<file path="src/rtl/sync_tx_pkg.sv">
// Shared line-symbol constants and FSM encoding for the sync transmitter and
// anything that talks to the sync-detect receiver.
package sync_tx_pkg;

    localparam logic [1:0] SYM_K   = 2'b10;
    localparam logic [1:0] SYM_J   = 2'b01;
    localparam logic [1:0] SYM_SE0 = 2'b00;

    localparam int EOP_SE0_CYCLES = 2;

    typedef enum logic [2:0] {
        ST_IDLE,
        ST_LEAD,
        ST_SYNC,
        ST_DATA,
        ST_EOP
    } state_t;

    // Symbol at position idx of the SYNC pattern: KJ pairs, then K, then K
    // (or J when the frame is deliberately corrupted).
    function automatic logic [1:0] sync_sym(input int idx, input int pairs, input logic err);
        if (idx < 2*pairs) return idx[0] ? SYM_J : SYM_K;
        if (idx == 2*pairs) return SYM_K;
        return err ? SYM_J : SYM_K;
    endfunction

endpackage

</file>
<file path="src/rtl/sync_tx_nrzi.sv">
// NRZI line-level tracker: holds the current K/J level and presents the
// symbol that results from applying bit_in (0 toggles, 1 holds).
module sync_tx_nrzi
    import sync_tx_pkg::*;
(
    input  logic       CLK,
    input  logic       RST,
    input  logic       load,
    input  logic       load_lvl,
    input  logic       adv,
    input  logic       bit_in,
    output logic [1:0] sym
);

    logic lvl;   // 1 = K, 0 = J
    logic nxt;

    assign nxt = bit_in ? lvl : ~lvl;
    assign sym = nxt ? SYM_K : SYM_J;

    always_ff @(posedge CLK or negedge RST) begin
        if (!RST)
            lvl <= 1'b1;
        else if (load)
            lvl <= load_lvl;
        else if (adv)
            lvl <= nxt;
    end

endmodule

</file>
<file path="src/rtl/sync_tx.sv">
// Frame transmitter: lead-in J, SYNC (KJ..KJ KK), NRZI payload LSB first,
// EOP (SE0 SE0 J). All line outputs are registered.
module sync_tx
    import sync_tx_pkg::*;
#(
    parameter int IDLE_CYCLES = 2,
    parameter int SYNC_PAIRS  = 3,
    parameter int DATA_BITS   = 8
) (
    input  logic                 CLK,
    input  logic                 RST,
    input  logic                 start,
    input  logic [DATA_BITS-1:0] data_in,
    input  logic                 err_inject,
    output logic                 tx_k,
    output logic                 tx_j,
    output logic                 tx_en,
    output logic                 ready,
    output logic                 busy,
    output logic                 done
);

    localparam int SYNC_LEN = 2*SYNC_PAIRS + 2;
    localparam int EOP_LEN  = EOP_SE0_CYCLES + 1;
    localparam int M1       = (IDLE_CYCLES > SYNC_LEN) ? IDLE_CYCLES : SYNC_LEN;
    localparam int M2       = (M1 > DATA_BITS) ? M1 : DATA_BITS;
    localparam int CNT_MAX  = (M2 > EOP_LEN) ? M2 : EOP_LEN;
    localparam int CW       = $clog2(CNT_MAX + 1);

    state_t               state;
    logic [CW-1:0]        cnt;      // symbols left in the current state after the one on the line
    logic [DATA_BITS-1:0] data_q;
    logic                 err_q;
    logic                 nrzi_load;
    logic                 nrzi_adv;
    logic [1:0]           nrzi_sym;

    // Reference level is captured as the final SYNC symbol goes out.
    assign nrzi_load = (state == ST_SYNC) && (cnt == CW'(1));
    assign nrzi_adv  = ((state == ST_SYNC) && (cnt == '0)) ||
                       ((state == ST_DATA) && (cnt != '0));

    sync_tx_nrzi u_nrzi (
        .CLK      (CLK),
        .RST      (RST),
        .load     (nrzi_load),
        .load_lvl (~err_q),
        .adv      (nrzi_adv),
        .bit_in   (data_q[0]),
        .sym      (nrzi_sym)
    );

    assign ready = (state == ST_IDLE);
    assign busy  = ~ready;

    always_ff @(posedge CLK or negedge RST) begin
        if (!RST) begin
            state          <= ST_IDLE;
            cnt            <= '0;
            data_q         <= '0;
            err_q          <= 1'b0;
            {tx_k, tx_j}   <= SYM_SE0;
            tx_en          <= 1'b0;
            done           <= 1'b0;
        end else begin
            done <= 1'b0;
            case (state)
                ST_IDLE: begin
                    if (start) begin
                        data_q <= data_in;
                        err_q  <= err_inject;
                        tx_en  <= 1'b1;
                        if (IDLE_CYCLES > 0) begin
                            state        <= ST_LEAD;
                            cnt          <= CW'(IDLE_CYCLES - 1);
                            {tx_k, tx_j} <= SYM_J;
                        end else begin
                            state        <= ST_SYNC;
                            cnt          <= CW'(SYNC_LEN - 1);
                            {tx_k, tx_j} <= sync_sym(0, SYNC_PAIRS, err_inject);
                        end
                    end
                end
                ST_LEAD: begin
                    if (cnt == '0) begin
                        state        <= ST_SYNC;
                        cnt          <= CW'(SYNC_LEN - 1);
                        {tx_k, tx_j} <= sync_sym(0, SYNC_PAIRS, err_q);
                    end else begin
                        cnt          <= cnt - 1'b1;
                        {tx_k, tx_j} <= SYM_J;
                    end
                end
                ST_SYNC: begin
                    if (cnt == '0) begin
                        state        <= ST_DATA;
                        cnt          <= CW'(DATA_BITS - 1);
                        {tx_k, tx_j} <= nrzi_sym;
                        data_q       <= data_q >> 1;
                    end else begin
                        cnt          <= cnt - 1'b1;
                        {tx_k, tx_j} <= sync_sym(SYNC_LEN - int'(cnt), SYNC_PAIRS, err_q);
                    end
                end
                ST_DATA: begin
                    if (cnt == '0) begin
                        state        <= ST_EOP;
                        cnt          <= CW'(EOP_LEN - 1);
                        {tx_k, tx_j} <= SYM_SE0;
                    end else begin
                        cnt          <= cnt - 1'b1;
                        {tx_k, tx_j} <= nrzi_sym;
                        data_q       <= data_q >> 1;
                    end
                end
                ST_EOP: begin
                    if (cnt == '0) begin
                        state        <= ST_IDLE;
                        tx_en        <= 1'b0;
                        {tx_k, tx_j} <= SYM_SE0;
                        done         <= 1'b1;
                    end else begin
                        cnt          <= cnt - 1'b1;
                        {tx_k, tx_j} <= (cnt == CW'(1)) ? SYM_J : SYM_SE0;
                    end
                end
                default: state <= ST_IDLE;
            endcase
        end
    end

endmodule

</file>
<file path="config.mk">
export PLATFORM = sky130hd
export DESIGN_NAME = sync_tx
export DESIGN_NICKNAME = d
export VERILOG_FILES = /design/src/rtl/sync_tx_pkg.sv /design/src/rtl/sync_tx_nrzi.sv /design/src/rtl/sync_tx.sv
export SDC_FILE = /design/constraint.sdc
export NUM_CORES = 1
export LEC_CHECK = 0
export ABC_AREA = 0
export CAP_MARGIN = 10
export CELL_PAD_IN_SITES_DETAIL_PLACEMENT = 1
export CELL_PAD_IN_SITES_GLOBAL_PLACEMENT = 1
export CORE_ASPECT_RATIO = 1.75
export CORE_MARGIN = 10
export CORE_UTILIZATION = 37
export DETAILED_ROUTE_END_ITERATION = 12
export GPL_TIMING_DRIVEN = 0
export PLACE_DENSITY = 0.83
export SETUP_SLACK_MARGIN = 0.4
export SYNTH_ARGS = -nofsm -noshare
export SYNTH_HDL_FRONTEND = slang
export SYNTH_SLANG_ARGS = --single-unit
</file>
<file path="constraint.sdc">
create_clock -name CLK -period 1.75 [get_ports CLK]
set_input_delay 0.35 -clock CLK [delete_from_list [all_inputs] [get_ports CLK]]
set_output_delay 0.35 -clock CLK [all_outputs]
set_load 0.05 [all_outputs]
</file>
==> summary.txt <==
H-tree Lvls: 1
GR Overflow Total: 0
Die height: 99.3 µm
FMAX: 521 MHz
Final WL: 4.99 mm
CTS root buf: clkbuf_8
CORE AREA: 3430 µm²
NetSw: 2.10 mW
YS warnings: 0
Fin nets: 211
I/O Pins: 18
Ys async rst share: 1.00
Antenna viol nets, final: 0
Final period util: 1.10
Commonest cells after routing, fill and taps aside: 19 x dfrtp_1, 17 x buf_4, 16 x nor2_1, 14 x a21oi_1, 10 x clkdlybuf4s50_1
Syn_nets: 169
Ys flop type: dfrtp_1
Largest area contributor in the netlist: dfrtp_1
Core Util, Final: 0.569
Initial antenna violation count: 0
Fraction of final layout cells sized beyond drive strength 1: 0.379
Bufs on Longest Clock Path: 2
WL/cell: 20.8 µm
Critical path arrival: 2.07 ns
HPWL after DPL: 3.13 mm
Max-slew violations: 0
Largest cells by area after synthesis: dfrtp_1 38%, mux2i_1 6.8%, a21oi_1 6.0%
Antenna Cells: 0
CP required: 1.90 ns
Clk_lat worst skew: 0.28 ns
Total GRT Usage: 0.154
Slew headroom: 0.311
Drt pass-1 iters: 4
Yosys cell types: 42
First-pass GRT wire length: 7.92 mm
Worst-path fanout max: 4
Final setup violation count: 14
Vias in the first global route: 1,596
CP Class: flip-flop to flip-flop
Status: complete, but fails checks
Share of power burned in registers: 0.203
Fin Clk Skew: 0.00568 ns
IO Port Bufs: 17
Seq/Total Area, Yosys: 0.396
Post-Syn Area: 1330 µm²
Crit end category: flip-flop
Via-to-Cell Ratio: 5.68
Clock group share of total power: 0.078
Worst Setup Slack, final: -0.169 ns
Post-layout minimum cycle time: 1.92 ns
Synth top area share: 0.376
Setup TNS Final: -0.804 ns
Pin count of the biggest net entering global routing: 22
Commonest non-fill, non-tap cell in the layout: dfrtp_1
Worst min path class: primary input to async pin
Power Density: 2250 nW/µm²
Switching share of power: 0.478
Pleak: 0.858 nW
Num rows: 28
Die Span X: 65.3 µm
Comb pwr share: 0.719
Hold Buf Count CTS: 0
RSZ-0062 raised after global routing: yes
Die Area: 6490 µm²
# DRC: 0
Internal Power: 2.30 mW
Initial Util: 0.387
CTS sink cnt: 21
Number of flops mapped to enable cells by yosys: 0
Iter 0 DRT Violations: 34
Final hold vios: 0
Synth Area per Inst: 8.64 µm²
Syn Inst Count: 154
Failing checks: negative setup slack
Fill cell count: 414
Gpl congestion: 0.864
Synth Register Bits: 21
Max-Cap Viols: 0
CTS buffer count: 3
Crit path launch type: flip-flop
Vias: 1,362
Measured slew at the worst slew-check pin: 1.03 ns
Area Overhead vs Synth: 46.9%
Peak VDD IR: 1.15 mV
CTS clk-pin slew, worst paths: 0.08 ns
CTS tree: yes
[through the flow]
stage	area (µm²)	setup slack (ns)	hold WS, ns	std cells	power, mW
6_report	1950	-0.169	0.359	240	4.40
5_1_grt	1950	-0.207	0.427	240	4.65
4_1_cts	1820	-0.101	0.384	233	3.98
3_5_place_dp	1610	-0.420	0.487	216	3.17
3_3_place_gp	1610	-0.399	0.479	216	3.03
2_1_floorplan	1380	-0.0297	0.0544	154	2.56
[logic make-up after synthesis]
| group | count (synthesis) | share of synthesized area |
|---|---|---|
| buf+inv | 21 | 0.0734 |
| xor+xnor | 4 | 0.0263 |
| compound gates | 42 | 0.196 |
| fa+ha+maj | 3 | 0.0282 |
| simple gates | 53 | 0.204 |
| flops | 21 | 0.396 |
| mux | 10 | 0.0762 |
[layout make-up]
class                   instances  area [µm²]  area share
clock inverters                 1        5.00     0.00256
clock buffers                   3        41.3      0.0211
plain buffers                  13         100      0.0512
flip-flops and latches         21         528       0.270
inverters                       8        36.3      0.0186
well taps                      45        56.3      0.0288
multi-input cells             112         857       0.439
repair buffers                 37         330       0.169
[timing repair]
action,4_1_cts,5_1_grt
resized for setup,56,26
cloned,1,0
endpoints found under the setup margin,28,23
pin swaps,10,7
setup buffers,12,7
[worst max-delay path, stage by stage (launching register included)]
cell and delay [ns]:
dfrtp_2 0.43, inv_4 0.08, ha_4 0.13, or3b_4 0.40, buf_6 0.14, nand3_2 0.08, o21ai_2 0.06, a222oi_1 0.34
o31ai_1 0.13
[synthesized netlist by cell type, types with 2 or more instances]
cell	count
a21o_1	2
a21oi_1	16
a31oi_1	2
buf_2	3
buf_4	2
clkbuf_1	7
dfrtp_1	20
ha_1	3
inv_1	8
mux2i_1	9
nand2_1	10
nand2b_1	2
nand3_1	5
nand3b_1	2
nor2_1	18
nor2b_1	2
nor3_1	5
o211ai_1	2
o21ai_0	8
o21ai_1	2
o2bb2ai_1	2
xnor2_1	4
[worst paths after layout]
kind                                         start                      to  slack [ns]  depth (start not counted)
min in group CLK                 err_q$_DFFE_PN0P_  u_nrzi.lvl$_DFFE_PN1P_        0.53                          1
worst max register to register  cnt[0]$_DFFE_PN0P_        tx_k$_DFFE_PN0P_       -0.17                          8
max in group asynchronous                      RST      cnt[0]$_DFFE_PN0P_        0.69                          1
worst max-delay path            cnt[0]$_DFFE_PN0P_        tx_k$_DFFE_PN0P_       -0.17                          8
worst min-delay path                           RST   data_q[5]$_DFFE_PN0P_        0.36                          1
worst min register to register   err_q$_DFFE_PN0P_  u_nrzi.lvl$_DFFE_PN1P_        0.53                          1
[power by group through the flow]
stage	Combinational (mW)	Sequential (mW)	Clock (mW)
floorplan	1.62	0.939	0
global placement	2.12	0.903	0
detailed placement	2.24	0.924	0
CTS	2.77	0.875	0.334
global route	3.39	0.911	0.346
finish	3.17	0.891	0.344
[per-layer routing]
layer  routed length [µm]  share of wire  global-route usage
met4                  247          0.049               0.113
met3                  147          0.029              0.0236
met5                    0              0                   0
met1                 1780           0.36               0.142
met2                 2820           0.56               0.290
[sequential cells by signal (all words and copies together) (netlist names)]
register / cells
data_q: 8
err_q: 1
done: 1
tx_k: 1
cnt: 4
u_nrzi.lvl: 1
tx_j: 1
tx_en: 1
state: 3
(Power assumes the default switching activity.)
